**config.mk**
```make
export PLATFORM = sky130hd
export DESIGN_NAME = pc_sequencer
export DESIGN_NICKNAME = d
export VERILOG_FILES = /design/src/rtl/mips_pkg.sv /design/src/rtl/pc_target_calc.sv /design/src/rtl/pc_sequencer.sv
export SDC_FILE = /design/constraint.sdc
export NUM_CORES = 1
export LEC_CHECK = 0
export ABC_CLOCK_PERIOD_IN_PS = 2800
export CAP_MARGIN = 20
export CORE_ASPECT_RATIO = 0.7
export CORE_MARGIN = 2
export CORE_UTILIZATION = 40
export CTS_CLUSTER_SIZE = 12
export DETAILED_ROUTE_END_ITERATION = 10
export PLACE_DENSITY = 0.71
export SLEW_MARGIN = 20
export SYNTH_ARGS = -nofsm -noshare
export SYNTH_HDL_FRONTEND = slang
export SYNTH_SLANG_ARGS = --single-unit
export TNS_END_PERCENT = 1
```
**constraint.sdc**
```tcl
create_clock -name clk_i -period 2.8 [get_ports clk_i]
set_input_delay 0.56 -clock clk_i [delete_from_list [all_inputs] [get_ports clk_i]]
set_output_delay 0.56 -clock clk_i [all_outputs]
set_load 0.01 [all_outputs]
```
**src/rtl/mips_pkg.sv**
```systemverilog
// Shared definitions for the MIPS core front end: PC sequencer states,
// reset vector default and word-alignment helpers.
package mips_pkg;

  typedef enum logic [1:0] {
    ST_BOOT = 2'd0,
    ST_RUN  = 2'd1,
    ST_HOLD = 2'd2
  } pc_state_e;

  localparam logic [31:0] RESET_PC_DEFAULT = 32'h0000_0000;
  localparam logic [1:0]  WORD_ALIGN_BITS  = 2'b00;
  localparam logic [31:0] WORD_BYTES       = 32'd4;

  // Force an address onto a word boundary.
  function automatic logic [31:0] word_align(input logic [31:0] addr);
    return {addr[31:2], WORD_ALIGN_BITS};
  endfunction

endpackage

```
**src/rtl/pc_target_calc.sv**
```systemverilog
// Combinational redirect-target generation for branch, jump and jr, plus
// detection of a jr target that is not word aligned.
module pc_target_calc
  import mips_pkg::*;
(
  input  logic [31:0] branch_pc4,
  input  logic [31:0] branch_imm,
  input  logic [31:0] jump_pc4,
  input  logic [25:0] jump_index,
  input  logic [31:0] jr_target_raw,
  output logic [31:0] branch_target,
  output logic [31:0] jump_target,
  output logic [31:0] jr_target,
  output logic        jr_misalign
);

  // Only the region bits of the jump's PC+4 select the target segment.
  logic [27:0] unused_jump_pc4;
  assign unused_jump_pc4 = jump_pc4[27:0];

  // Target arithmetic; all sums wrap modulo 2^32.
  always_comb begin
    branch_target = branch_pc4 + (branch_imm << 2);
    jump_target   = {jump_pc4[31:28], jump_index, WORD_ALIGN_BITS};
    jr_target     = word_align(jr_target_raw);
    jr_misalign   = (jr_target_raw[1:0] != WORD_ALIGN_BITS);
  end

endmodule

```
**src/rtl/pc_sequencer.sv**
```systemverilog
// Program counter owner for the pipelined MIPS core: boot bubbles, next-PC
// selection, hazard stalls, flush generation and performance counters.
module pc_sequencer
  import mips_pkg::*;
#(
  parameter logic [31:0] RESET_PC      = RESET_PC_DEFAULT,
  parameter int unsigned BOOT_BUBBLES  = 1,
  parameter int unsigned STALL_TIMEOUT = 64,
  parameter int unsigned CNT_W         = 16
) (
  input  logic             clk_i,
  input  logic             rst_i,
  input  logic             stall_i,
  input  logic             branch_i,
  input  logic [31:0]      branch_pc4_i,
  input  logic [31:0]      branch_imm_i,
  input  logic             jump_i,
  input  logic [31:0]      jump_pc4_i,
  input  logic [25:0]      jump_index_i,
  input  logic             jr_i,
  input  logic [31:0]      jr_target_i,
  output logic [31:0]      pc_o,
  output logic [31:0]      pc4_o,
  output logic             fetch_valid_o,
  output logic             flush_if_o,
  output logic             flush_id_o,
  output logic             misalign_o,
  output logic             stall_timeout_o,
  output logic [CNT_W-1:0] redirect_cnt_o,
  output logic [CNT_W-1:0] stall_cnt_o
);

  localparam logic [3:0]          BOOT_LAST = 4'(BOOT_BUBBLES - 1);
  localparam int unsigned         RUN_W     = $clog2(STALL_TIMEOUT + 1);
  localparam logic [RUN_W-1:0]    RUN_MAX   = RUN_W'(STALL_TIMEOUT);

  pc_state_e        state;
  logic [3:0]       boot_cnt;
  logic [RUN_W-1:0] stall_run;

  logic [31:0] branch_target;
  logic [31:0] jump_target;
  logic [31:0] jr_target;
  logic        jr_misalign;
  logic        redirect;
  logic [31:0] redirect_pc;
  logic        in_boot;

  pc_target_calc u_target (
    .branch_pc4    (branch_pc4_i),
    .branch_imm    (branch_imm_i),
    .jump_pc4      (jump_pc4_i),
    .jump_index    (jump_index_i),
    .jr_target_raw (jr_target_i),
    .branch_target (branch_target),
    .jump_target   (jump_target),
    .jr_target     (jr_target),
    .jr_misalign   (jr_misalign)
  );

  // Redirect priority (jr > branch > jump), flushes and sequential address.
  always_comb begin
    redirect = jr_i | branch_i | jump_i;
    if (jr_i) begin
      redirect_pc = jr_target;
    end else if (branch_i) begin
      redirect_pc = branch_target;
    end else begin
      redirect_pc = jump_target;
    end
    in_boot    = (state == ST_BOOT);
    flush_if_o = !in_boot && redirect;
    flush_id_o = !in_boot && (jr_i | branch_i);
    pc4_o      = pc_o + WORD_BYTES;
  end

  // FSM, PC register, stall run tracking and saturating counters.
  always_ff @(posedge clk_i or negedge rst_i) begin
    if (!rst_i) begin
      state           <= ST_BOOT;
      boot_cnt        <= '0;
      pc_o            <= RESET_PC;
      fetch_valid_o   <= 1'b0;
      misalign_o      <= 1'b0;
      stall_timeout_o <= 1'b0;
      redirect_cnt_o  <= '0;
      stall_cnt_o     <= '0;
      stall_run       <= '0;
    end else begin
      misalign_o <= 1'b0;
      case (state)
        ST_BOOT: begin
          if (boot_cnt == BOOT_LAST) begin
            state         <= ST_RUN;
            fetch_valid_o <= 1'b1;
          end else begin
            boot_cnt <= boot_cnt + 1'b1;
          end
        end
        default: begin
          // A redirect wins over a pending stall: the stalled instruction is
          // on the wrong path and is flushed anyway.
          if (redirect) begin
            pc_o       <= redirect_pc;
            state      <= ST_RUN;
            stall_run  <= '0;
            misalign_o <= jr_i & jr_misalign;
            if (redirect_cnt_o != '1) begin
              redirect_cnt_o <= redirect_cnt_o + 1'b1;
            end
          end else if (stall_i) begin
            state <= ST_HOLD;
            if (stall_cnt_o != '1) begin
              stall_cnt_o <= stall_cnt_o + 1'b1;
            end
            if (stall_run != RUN_MAX) begin
              stall_run <= stall_run + 1'b1;
            end
            if (stall_run >= RUN_MAX - 1'b1) begin
              stall_timeout_o <= 1'b1;
            end
          end else begin
            pc_o      <= pc4_o;
            state     <= ST_RUN;
            stall_run <= '0;
          end
        end
      endcase
    end
  end

endmodule

```
### Yosys cells after proc, flatten, opt, wreduce, memory -nomap -nowiden

Index checks and enable logic that the tools add are counted.

* output and inout bits: 101
* input port bits: 160
* register bits after elaboration: 80
* word-level logic and storage cells: 54

* add/sub/neg operators: 6
* magnitude comparators: 1
* bitwise gates (word level): 6
* eq/ne operators: 6
* reduce and logical (&&, ||, !) cells: 13
* muxes and demuxes: 13

Operators by type and width (number)
* $mux 32: 4
* $add 16x1->16 const B: 2
* $add 32x3->32 const B: 1
* $add 32x32->32: 1
* $ne 16x16->1 const B: 2
* $mux 7: 3
* $mux 2: 4
* $reduce_and 2->1: 4
* $reduce_and 4->1: 2
* $add 7x1->7 const B: 1
* $ge 7x6->1 const B: 1
* $ne 7x7->1 const B: 1
* $add 4x1->4 const B: 1
* $logic_not 4->1: 1
* $ne 2x1->1 const B: 2
* $ne 3x1->1 const B: 1
* $not 1->1: 3
* $reduce_and 3->1: 1
* $logic_and 1x1->1: 2
* $logic_not 2->1: 1
* $mux 1: 2
* $or 1x1->1: 2
* $reduce_bool 2->1: 1
* $and 1x1->1: 1
* $logic_not 1->1: 1

### Depth between registers and ports, before layout

Gate-level depths: netlist of the first run.

* depth in word-level cells: 4
* gate-level depth with buffers: 10
* gate-level depth less buffers: 10

### Cells and area by module

Synthesis of the first run repeated with hierarchy kept, for this count alone.

* cell total of the unflattened synthesis: 894
* area total of the unflattened synthesis: 7467.2 µm²

By module, submodules not included
* pc_sequencer: cells each 591, instances 1, seq. area each 2001.9 µm², area an instance 5212.5 µm²
* pc_target_calc: cells each 303, instances 1, seq. area each 0.0 µm², area an instance 2254.7 µm²

### Worst setup path before layout of the first run

OpenSTA, ideal clock, no wires.

* path kind: in2reg
* from: input port branch_pc4_i[2]
* to: register pc_o[30]
* data arrival time: 2877 ps
* stages on the path: 10
* setup time: 69 ps
* required time: 2731 ps
* slack: -146 ps
* buffers on the path: 0
* cells stage by stage: ha_1 -> fa_1 -> a211oi_1 -> o21bai_1 -> o2111ai_1 -> a2111oi_2 -> o2111ai_1 -> a21oi_1 -> or4_1 -> nand3_1

* cells in the longest elaborated chain, start to end: 4

Ends and longest elaborated chain
* start: declaration: RTL line pc_sequencer.sv:15 `input logic [31:0] branch_pc4_i,`
* $add 32x32->32: RTL line pc_target_calc.sv:23 `branch_target = branch_pc4 + (branch_imm << 2);`
* $mux 32: RTL line pc_sequencer.sv:66 `end else if (branch_i) begin`
* $mux 32: RTL line pc_sequencer.sv:64 `if (jr_i) begin`
* $mux 32: RTL line pc_sequencer.sv:103 `if (redirect) begin`
* end signal: assignment: RTL line pc_sequencer.sv:104 `pc_o <= redirect_pc;`
* end signal: assignment: RTL line pc_sequencer.sv:123 `pc_o <= pc4_o;`
* end: declaration: RTL line pc_sequencer.sv:22 `output logic [31:0] pc_o,`

No other way between the ends.
A chain may end at the register's enable or synchronous reset.

### Final worst setup path of the first run

* from: register pc_o[9]
* to: output port pc4_o[29]

* cells in the longest elaborated chain, start to end: 1

Ends and longest elaborated chain
* $add 32x3->32: RTL line pc_sequencer.sv:74 `pc4_o = pc_o + WORD_BYTES;`
* end: declaration: RTL line pc_sequencer.sv:23 `output logic [31:0] pc4_o,`

No other way between the ends.

==> flow_results.org, run 1 <==
** Place
- PortBufs :: 230
- Timing analysis after detailed placement gives a worst setup slack of -558 ps.
- Once placement completed, the tool counted placed cells totaling 1,302.
- Final weighted congestion of routability-driven global placement :: 0.923
- HPWL after detailed placement :: 18,800 um

** Critical path
- The worst setup path is launched from a register.
- Along the worst path, the maximum fanout reaches 4.
- Required time reported for the critical path endpoint :: 2240 ps
- At the worst endpoint, the arrival time is 2370 ps.
- The critical path is of the reg2out type.
- Endpoint class of the critical path :: output pin

** Synthesis
- Synth Area per Inst :: between 8 and 9 um^2
- Count of yosys warnings during synthesis :: 0
- After synthesis, flip-flops and latches occupy a little under a third of the total area.
- The biggest area contributor in the post-synthesis netlist is sky130_fd_sc_hd__dfrtp_1.
- The number of different library cells used by synthesis comes to 68.
- After synthesis, the largest area contributor takes up 31.6% of total cell area.
- Post-synthesis instance total :: just under 800
- Synthesis produced a netlist with a net count of 973.
- Synth async-reset ratio :: 100%
- In this run, synthesis inferred 0 flip-flops with an integrated enable.
- Count of state elements after synthesis :: 80
- Top FF cell, synth :: sky130_fd_sc_hd__dfrtp_1
- By area the synthesized netlist is led by sky130_fd_sc_hd__dfrtp_1 32%, sky130_fd_sc_hd__ha_1 7.1%, sky130_fd_sc_hd__xnor2_1 6.8%.
- Post-Syn Area :: about 0.0063 mm^2

** Pwr
- Internal power consumption :: 0.00406 W
- The completed layout was analyzed and its total power is 0.00665 W.
- Net switching is 38.9% of the power.
- Part of the total power dissipated in the clock network :: 20.0%
- Total power per unit cell area :: 644 mW/mm^2
- Combinational cells account for 54.5% of the total power.
- Leakage power :: 4.56 nW
- VDD sags by at most ~0.00034 V.
- Per report_power, the sequential group accounts for 25.5% of the total.
- Power spent charging and discharging nets :: about 0.0026 W

** GRT
- The number of antenna violations at the first check in global routing was 1.
- Wire length of the first global-routing pass :: 35,900 um
- Global routing used around 27% of the available tracks across all layers.
- Number of global-route vias before repair :: 6,609
- Global routing finished with a remaining overflow of 0.
- Maximum number of pins on one net before global-route repair :: 42

** STA
- Setup repair after global routing could not meet its margin everywhere.
- After layout, the worst setup slack is -126 ps.
- Static timing analysis puts the maximum clock frequency at 0.342 GHz.
- Number of failing hold endpoints at the final stage :: 0
- Share of the clock period used by the worst path after layout :: 104%
- Measured slew at the worst slew-check pin :: about 660 ps
- Count of final max-slew check failures :: 0
- Setup TNS :: -486 ps
- Across the routed clock network, the largest skew measured is 9.68 ps.
- Setup violations remaining at the end of the flow were counted as 7.
- The worst pin sits at a relative slew slack of 55.4%.
- After layout, the minimum clock period comes to 2930 ps.

** Drt
- Residual antenna-violating net count after detailed routing :: 0
- For this block, the initial DRC count from the detailed router was 472.
- Residual DRC count :: 0
- The final layout contains routed wiring with a total length of around 24,000 um.
- Routed wire per std cell :: 17.9 um
- Before antenna repair, the detailed router went through 5 iterations.
- The detailed router placed roughly 7,300 vias in this run.
- Via density :: 5.50

** Die
- Top-Level Pins :: 261
- Die outline height :: around 110 um
- Floorplan die area :: around 0.017 mm^2
- Width of the die :: 154 um
- Starting Density :: 40.9%
- Site row count :: 38
- Area of the core :: 0.0155 mm^2

** Clock tree
- Hold buffer count at cts :: 0
- Clock Pin Slew Worst Setup and Hold Paths :: around 70 ps
- Latest clock arrival within the worst-skew pair :: ~350 ps
- In this run the clock root is driven by a sky130_fd_sc_hd__clkbuf_16.
- Number of levels in the clock H-tree :: 3
- TritonCTS built the clock tree.
- In this run the deepest clock path goes through 2 buffers.
- Number of buffers added by the clock tree synthesis step :: 9
- Clock tree synthesis found a total of 80 sinks.

** Final layout
- From synthesis to final layout, the design area changed by 63.0%.
- Leaving out fill and tap cells, the most frequent cells in the layout are 197 x sky130_fd_sc_hd__clkdlybuf4s50_1, 130 x sky130_fd_sc_hd__buf_4, 87 x sky130_fd_sc_hd__nand2_1.
- Share of cells above drive strength 1 :: between 10% and 20%
- Count of filler cells inserted in the layout :: 1,279
- Area of the multi-input gates :: around 0.0044 mm^2
- Measured on the finished design, the core utilization comes to 66.7%.
- The sequential cells in the finished layout cover a total of 0.00200 mm^2.
- Leaving out fill and tap cells, the most frequent cell in the layout is sky130_fd_sc_hd__clkdlybuf4s50_1.
- Post-route insts no fill :: roughly 1,300
- Post-layout nets :: between 1,000 and 1,500

** Job
- Across the run, the number of max-cap violations was 0.

** Min path
- The path class of the tightest hold or removal check is in2async.

** Status
- Status :: finished, violations left
- Violations in the final reports :: setup timing
-- sequential cells by signal (all words and copies together) (netlist names) --
| name | count |
|---|---|
| state | 2 |
| pc_o | 32 |
| boot_cnt | 4 |
| stall_timeout_o | 1 |
| stall_run | 7 |
| redirect_cnt_o | 16 |
| stall_cnt_o | 16 |
| misalign_o | 1 |
| fetch_valid_o | 1 |
-- metal layers --
metal	share of wire, %	up-vias	wire length, um	track usage (%)
li1	-	3513	-	-
met1	49	3413	11500	41.9
met2	42	307	9830	39.0
met3	7.7	30	1830	5.24
met4	2.0	0	469	6.75
met5	0	-	0	0
-- kinds of logic after synthesis --
family	Yosys count	synth area share [%]
AO/OA/AOI/OAI	230	22.9
flip-flops	80	31.6
AND/OR/NAND/NOR	286	22.1
multiplexers	8	1.30
buffers and inverters	54	3.45
adder cells (fa/ha/maj)	37	7.42
XOR/XNOR	81	11.2
-- final cells by class --
class                           instances  area share [%]
Multi-Input combinational cell        642            42.6
Sequential cell                        80            19.4
Timing Repair Buffer                  361            31.6
Tap cell                              200            2.42
Clock buffer                            9            2.18
Antenna cell                            1          0.0242
Inverter                               21           0.763
Clock inverter                          7            1.03
-- synthesized netlist by cell type, types with 5 or more instances --
master and count:
sky130_fd_sc_hd__a211oi_1 7, sky130_fd_sc_hd__nand3_1 39, sky130_fd_sc_hd__or3_1 7, sky130_fd_sc_hd__nand4_1 12, sky130_fd_sc_hd__o31ai_1 12, sky130_fd_sc_hd__nor3_1 11, sky130_fd_sc_hd__nor2b_1 8, sky130_fd_sc_hd__clkbuf_1 24
sky130_fd_sc_hd__inv_1 19, sky130_fd_sc_hd__o21ai_1 8, sky130_fd_sc_hd__o22ai_1 16, sky130_fd_sc_hd__a21o_1 17, sky130_fd_sc_hd__mux2i_1 6, sky130_fd_sc_hd__xnor2_1 49, sky130_fd_sc_hd__nand2b_1 7, sky130_fd_sc_hd__and3_1 18
sky130_fd_sc_hd__a21oi_1 68, sky130_fd_sc_hd__o21ai_0 44, sky130_fd_sc_hd__a31oi_1 9, sky130_fd_sc_hd__o211ai_1 8, sky130_fd_sc_hd__a211o_1 5, sky130_fd_sc_hd__nand2_1 88, sky130_fd_sc_hd__ha_1 36, sky130_fd_sc_hd__dfrtp_1 80
sky130_fd_sc_hd__o221ai_1 9, sky130_fd_sc_hd__buf_1 5, sky130_fd_sc_hd__xor2_1 32, sky130_fd_sc_hd__nor2_1 70, sky130_fd_sc_hd__and4_1 6
-- worst max-delay path: stages (launching register included) --
cell,delay (ps)
sky130_fd_sc_hd__dfrtp_1,370
sky130_fd_sc_hd__nand4_1,180
sky130_fd_sc_hd__or4_4,610
sky130_fd_sc_hd__nor4_4,150
sky130_fd_sc_hd__buf_4,180
sky130_fd_sc_hd__and4_4,240
sky130_fd_sc_hd__xor2_1,140
sky130_fd_sc_hd__buf_2,150
-- metrics by stage --
step | cell area [um^2] | hold WS (ps)
floorplan | 6350 | 264
global placement | 9760 | 455
detailed placement | 9760 | 455
CTS | 10200 | 199
global route | 10300 | 216
finish | 10300 | 184
-- what timing repair did --
action,CTS,global route
setup endpoints to repair,35,38
pin swaps,8,20
buffers inserted,2,0
hold endpoints to repair,0,0
gates resized for setup,61,71
-- final timing paths --
kind	cells after the start	to	slack [ps]	startpoint
setup / recovery	7	pc4_o[29]	-130	pc_o[9]
hold / removal	1	stall_cnt_o[3]	180	rst_i
setup reg to reg	12	pc_o[28]	370	pc_o[2]
hold reg to reg	1	boot_cnt[3]	470	boot_cnt[3]
max in group asynchronous	2	pc_o[19]	2000	rst_i
min in group clk_i	1	boot_cnt[3]	470	boot_cnt[3]
-- power by group through the flow --
| stage | sequential, W | clock (W) | combinational, W |
|---|---|---|---|
| final | 0.00170 | 0.00133 | 0.00363 |
| after global routing | 0.00173 | 0.00140 | 0.00389 |
| after CTS | 0.00169 | 0.00135 | 0.00356 |
| after detailed placement | 0.00170 | 0 | 0.00358 |
| after global placement | 0.00169 | 0 | 0.00355 |
| after floorplan | 0.00187 | 0 | 0.00134 |
No activity file was read; power rests on OpenSTA's default activity.
==> run 2: changes to the inputs <==
- SETUP_SLACK_MARGIN: unset -> 0.1
==> flow_results.org, run 2 (synthesis gave the netlist of run 1 again) <==
** GRT
- The wire length of the first global-routing pass came to 37,100 um (+3.5%).
- The total global-route track usage is 28.0% (+0.74 points).
- Total congestion overflow after global routing :: 0 (unchanged)
- The number of global-route vias before repair was 6,863 (+3.8%).
- The pin count of the biggest net entering global routing is 32 (-24%).
- Number of antenna violations at the first check in global routing :: 0 (-1)

** Clock tree
- The clock transition at the register clock pins on the worst setup and hold paths after CTS was 60 ps (about the same).
- Number of buffers added by the clock tree synthesis step :: 9 (unchanged)
- Latest clock arrival within the worst-skew pair :: 340 ps (about the same)
- The buffer depth of the longest clock path is 2 (unchanged).
- The number of hold-repair buffers added at the cts stage is 0 (unchanged).
- The depth of the CTS H-tree came to 3 (unchanged).
- The number of sinks driven by the clock tree was 80 (unchanged).
- Clock tree from TritonCTS :: yes
- Cell at the root of the clock tree :: sky130_fd_sc_hd__clkbuf_16

** Pwr
- Total power per unit cell area :: 658 mW/mm^2 (+2.2%)
- Leakage power :: 4.49 nW (-1.5%)
- The peak supply drop is 0.000302 V (-10%).
- Total power draw :: 0.00675 W (+1.4%)

** Critical path
- Arr. time, crit path :: 2400 ps (+30 ps)
- Required time reported for the critical path endpoint :: 2240 ps (about the same)
- STA classifies the critical path startpoint as a register.
- CP Buf/Inv Count :: 3 (+1)
- Traced cell by cell, the critical path runs through nand4_1 -> or4_4 -> nor4_4 -> buf_4 -> buf_6 -> and4_4 -> xor2_1 -> buf_2.
- Slowest CP cell :: sky130_fd_sc_hd__or4_4
- The longest individual stage delay on the worst path was 580 ps (-30 ps).
- The setup slack of the worst register-to-register path is 350 ps (-20 ps).
- In this run the critical register-to-register path is launched from pc_o[2].
- Endpoint class of the critical path :: output pin
- The endpoint identified for the worst register-to-register timing path is pc_o[28].
- Number of cell instances on the worst register-to-register path :: 12 (unchanged)
- By startpoint and endpoint, the worst setup path is classified as reg2out.
- Kind of cell adding the most delay to the critical path :: simple AND/OR/NAND/NOR gates
- The highest net fanout along the worst path is 4 (unchanged).

** Place
- The final estimated routing congestion in global placement is 0.934 (+1.2%).
- The area of placed instances came to 0.00970 mm^2 (-0.59%).
- The number of input and output port buffers inserted was 230 (unchanged).
- The half-perimeter wire length after detailed placement is 19,000 um (+0.97%).
- The worst setup slack after placement was -519 ps (+39.0 ps).

** Drt
- The number of DRC violations after detailed-routing iteration 0 is 456 (-3.4%).
- Residual DRC count :: 0 (unchanged)
- The total via count after detailed routing is 7,338 (+1.0%).
- Routed wire per std cell :: 18.3 um (+2.2%)
- Final wirelength :: 24,100 um (+1.9%)
- Residual antenna-violating net count after detailed routing :: 0 (unchanged)
- Drt pass-1 iters :: 5 (unchanged)
- Via density :: 5.57 (+1.3%)

** Final layout
- Area growth, synth to finish :: 61.8%
- The post-layout net count came to 1,309 (-0.23%).
- The library cells used most frequently in the layout, excluding fill and tap cells, are 205 x sky130_fd_sc_hd__clkdlybuf4s50_1, 126 x sky130_fd_sc_hd__buf_4, 88 x sky130_fd_sc_hd__nand2_1.
- Largest Register :: pc_o
- The antenna diode instance count is 0 (-1).
- Total non-filler cell area in the finished layout :: 0.0103 mm^2 (-0.73%)
- The flip-flop count of the largest register after layout came to 32 (unchanged).
- The largest registers in the layout are pc_o: 32 flops, redirect_cnt_o: 16 flops, stall_cnt_o: 16 flops.
- The share of layout cells above drive strength 1 was 19.4% (-0.48 points).
- Most common cell after layout, fill and taps aside :: sky130_fd_sc_hd__clkdlybuf4s50_1
- The number of fillers in the final layout was 1,272 (-0.55%).
- Utilization of the core after routing :: 66.2% (-0.48 points)

** Die
- Site row count :: 38 (unchanged)
- The overall die width was 154 um (unchanged).
- Top-Level Pins :: 261 (unchanged)
- The full die area was 0.0169 mm^2 (unchanged).
- Starting Density :: 40.9% (unchanged)
- Area of the core :: 0.0155 mm^2 (unchanged)
- The die span in y is 109 um (unchanged).

** STA
- The number of hold-slack violations in the final timing report was 0 (unchanged).
- Max Fclk :: 0.338 GHz (-1.0%)
- Headroom to the max-slew limit :: 62.4% (+7.0 points)
- The max-slew violation total from the final report came to 0 (unchanged).
- Final period demand of the worst path :: 2960 ps (+29.8 ps)
- Setup repair after global routing could not meet its margin everywhere.
- The smallest setup slack after layout came to -156 ps (-29.8 ps).
- The final period utilization was 106% (+1.1 points).
- The transition at the pin with the smallest max-transition slack was 559 ps (-104 ps).
- Worst Skew :: 6.94 ps (-2.75 ps)
- Total setup violations reported at the end of the flow :: 9 (+2)

** Job
- MaxCap Viol Count :: 0 (unchanged)

** Min path
- In this run the worst hold path is classified as in2async.

** Status
- The run finished, with violations left.
- Violations in the final reports :: setup timing
[run 2: cell types whose count changed in the layout (fill, tap and decap cells not counted), moves of 4 or more]
cell / change
sky130_fd_sc_hd__clkbuf_2: -5
sky130_fd_sc_hd__dlymetal6s2s_1: -8
sky130_fd_sc_hd__buf_2: +6
sky130_fd_sc_hd__ha_1: +6
sky130_fd_sc_hd__clkdlybuf4s50_1: +8
sky130_fd_sc_hd__ha_4: -4
sky130_fd_sc_hd__buf_4: -4
[run 2: cell type report]
| type | count | area, um^2 | share of cell area, % |
|---|---|---|---|
| clock inverters | 7 | 133 | 1.29 |
| clock buffers | 9 | 225 | 2.20 |
| repair buffers | 358 | 3230 | 31.5 |
| flip-flops and latches | 80 | 2000 | 19.5 |
| multi-input cells | 642 | 4340 | 42.3 |
| well taps | 200 | 250 | 2.44 |
| inverters | 21 | 78.8 | 0.768 |
[run 2: through the flow]
stage / instances / hold slack [ps] / setup TNS (ps)
5_1_grt: 1317 / 166 / -2500
3_5_place_dp: 1294 / 454 / -7480
2_1_floorplan: 776 / 264 / 0
3_3_place_gp: 1294 / 453 / -6770
4_1_cts: 1315 / 178 / -403
6_report: 1317 / 153 / -563
[run 2: how the worst max path moves through the flow]
| stage | start | to | depth (start not counted) |
|---|---|---|---|
| after floorplan | branch_pc4_i[2] | pc_o[30] | 10 |
| after global placement | branch_imm_i[0] | pc_o[24] | 11 |
| after detailed placement | branch_imm_i[0] | pc_o[24] | 11 |
| after CTS | pc_o[11] | pc4_o[29] | 8 |
| after global routing | pc_o[9] | pc4_o[31] | 8 |
| final | pc_o[12] | pc4_o[29] | 8 |
[run 2: where the power goes]
group / internal, W / switching (W)
logic: 0.00183 / 0.00181
clock network: 0.000894 / 0.000528
registers: 0.00142 / 0.000269
[run 2: per-layer routing]
layer,part of all wire (%),routed length [um],GRT usage [%]
met5,0,0,0
met4,2.2,524,7.34
met3,7.2,1740,5.32
met2,43,10500,41.7
met1,47,11400,41.6
[run 2: what timing repair did]
| action | in CTS | in global routing |
|---|---|---|
| pin swaps | 18 | 15 |
| setup buffers | 5 | 2 |
| endpoints found under the setup margin | 41 | 44 |
| resized for setup | 86 | 34 |
| hold endpoints to repair | 0 | 0 |
| gates cloned | 0 | 0 |
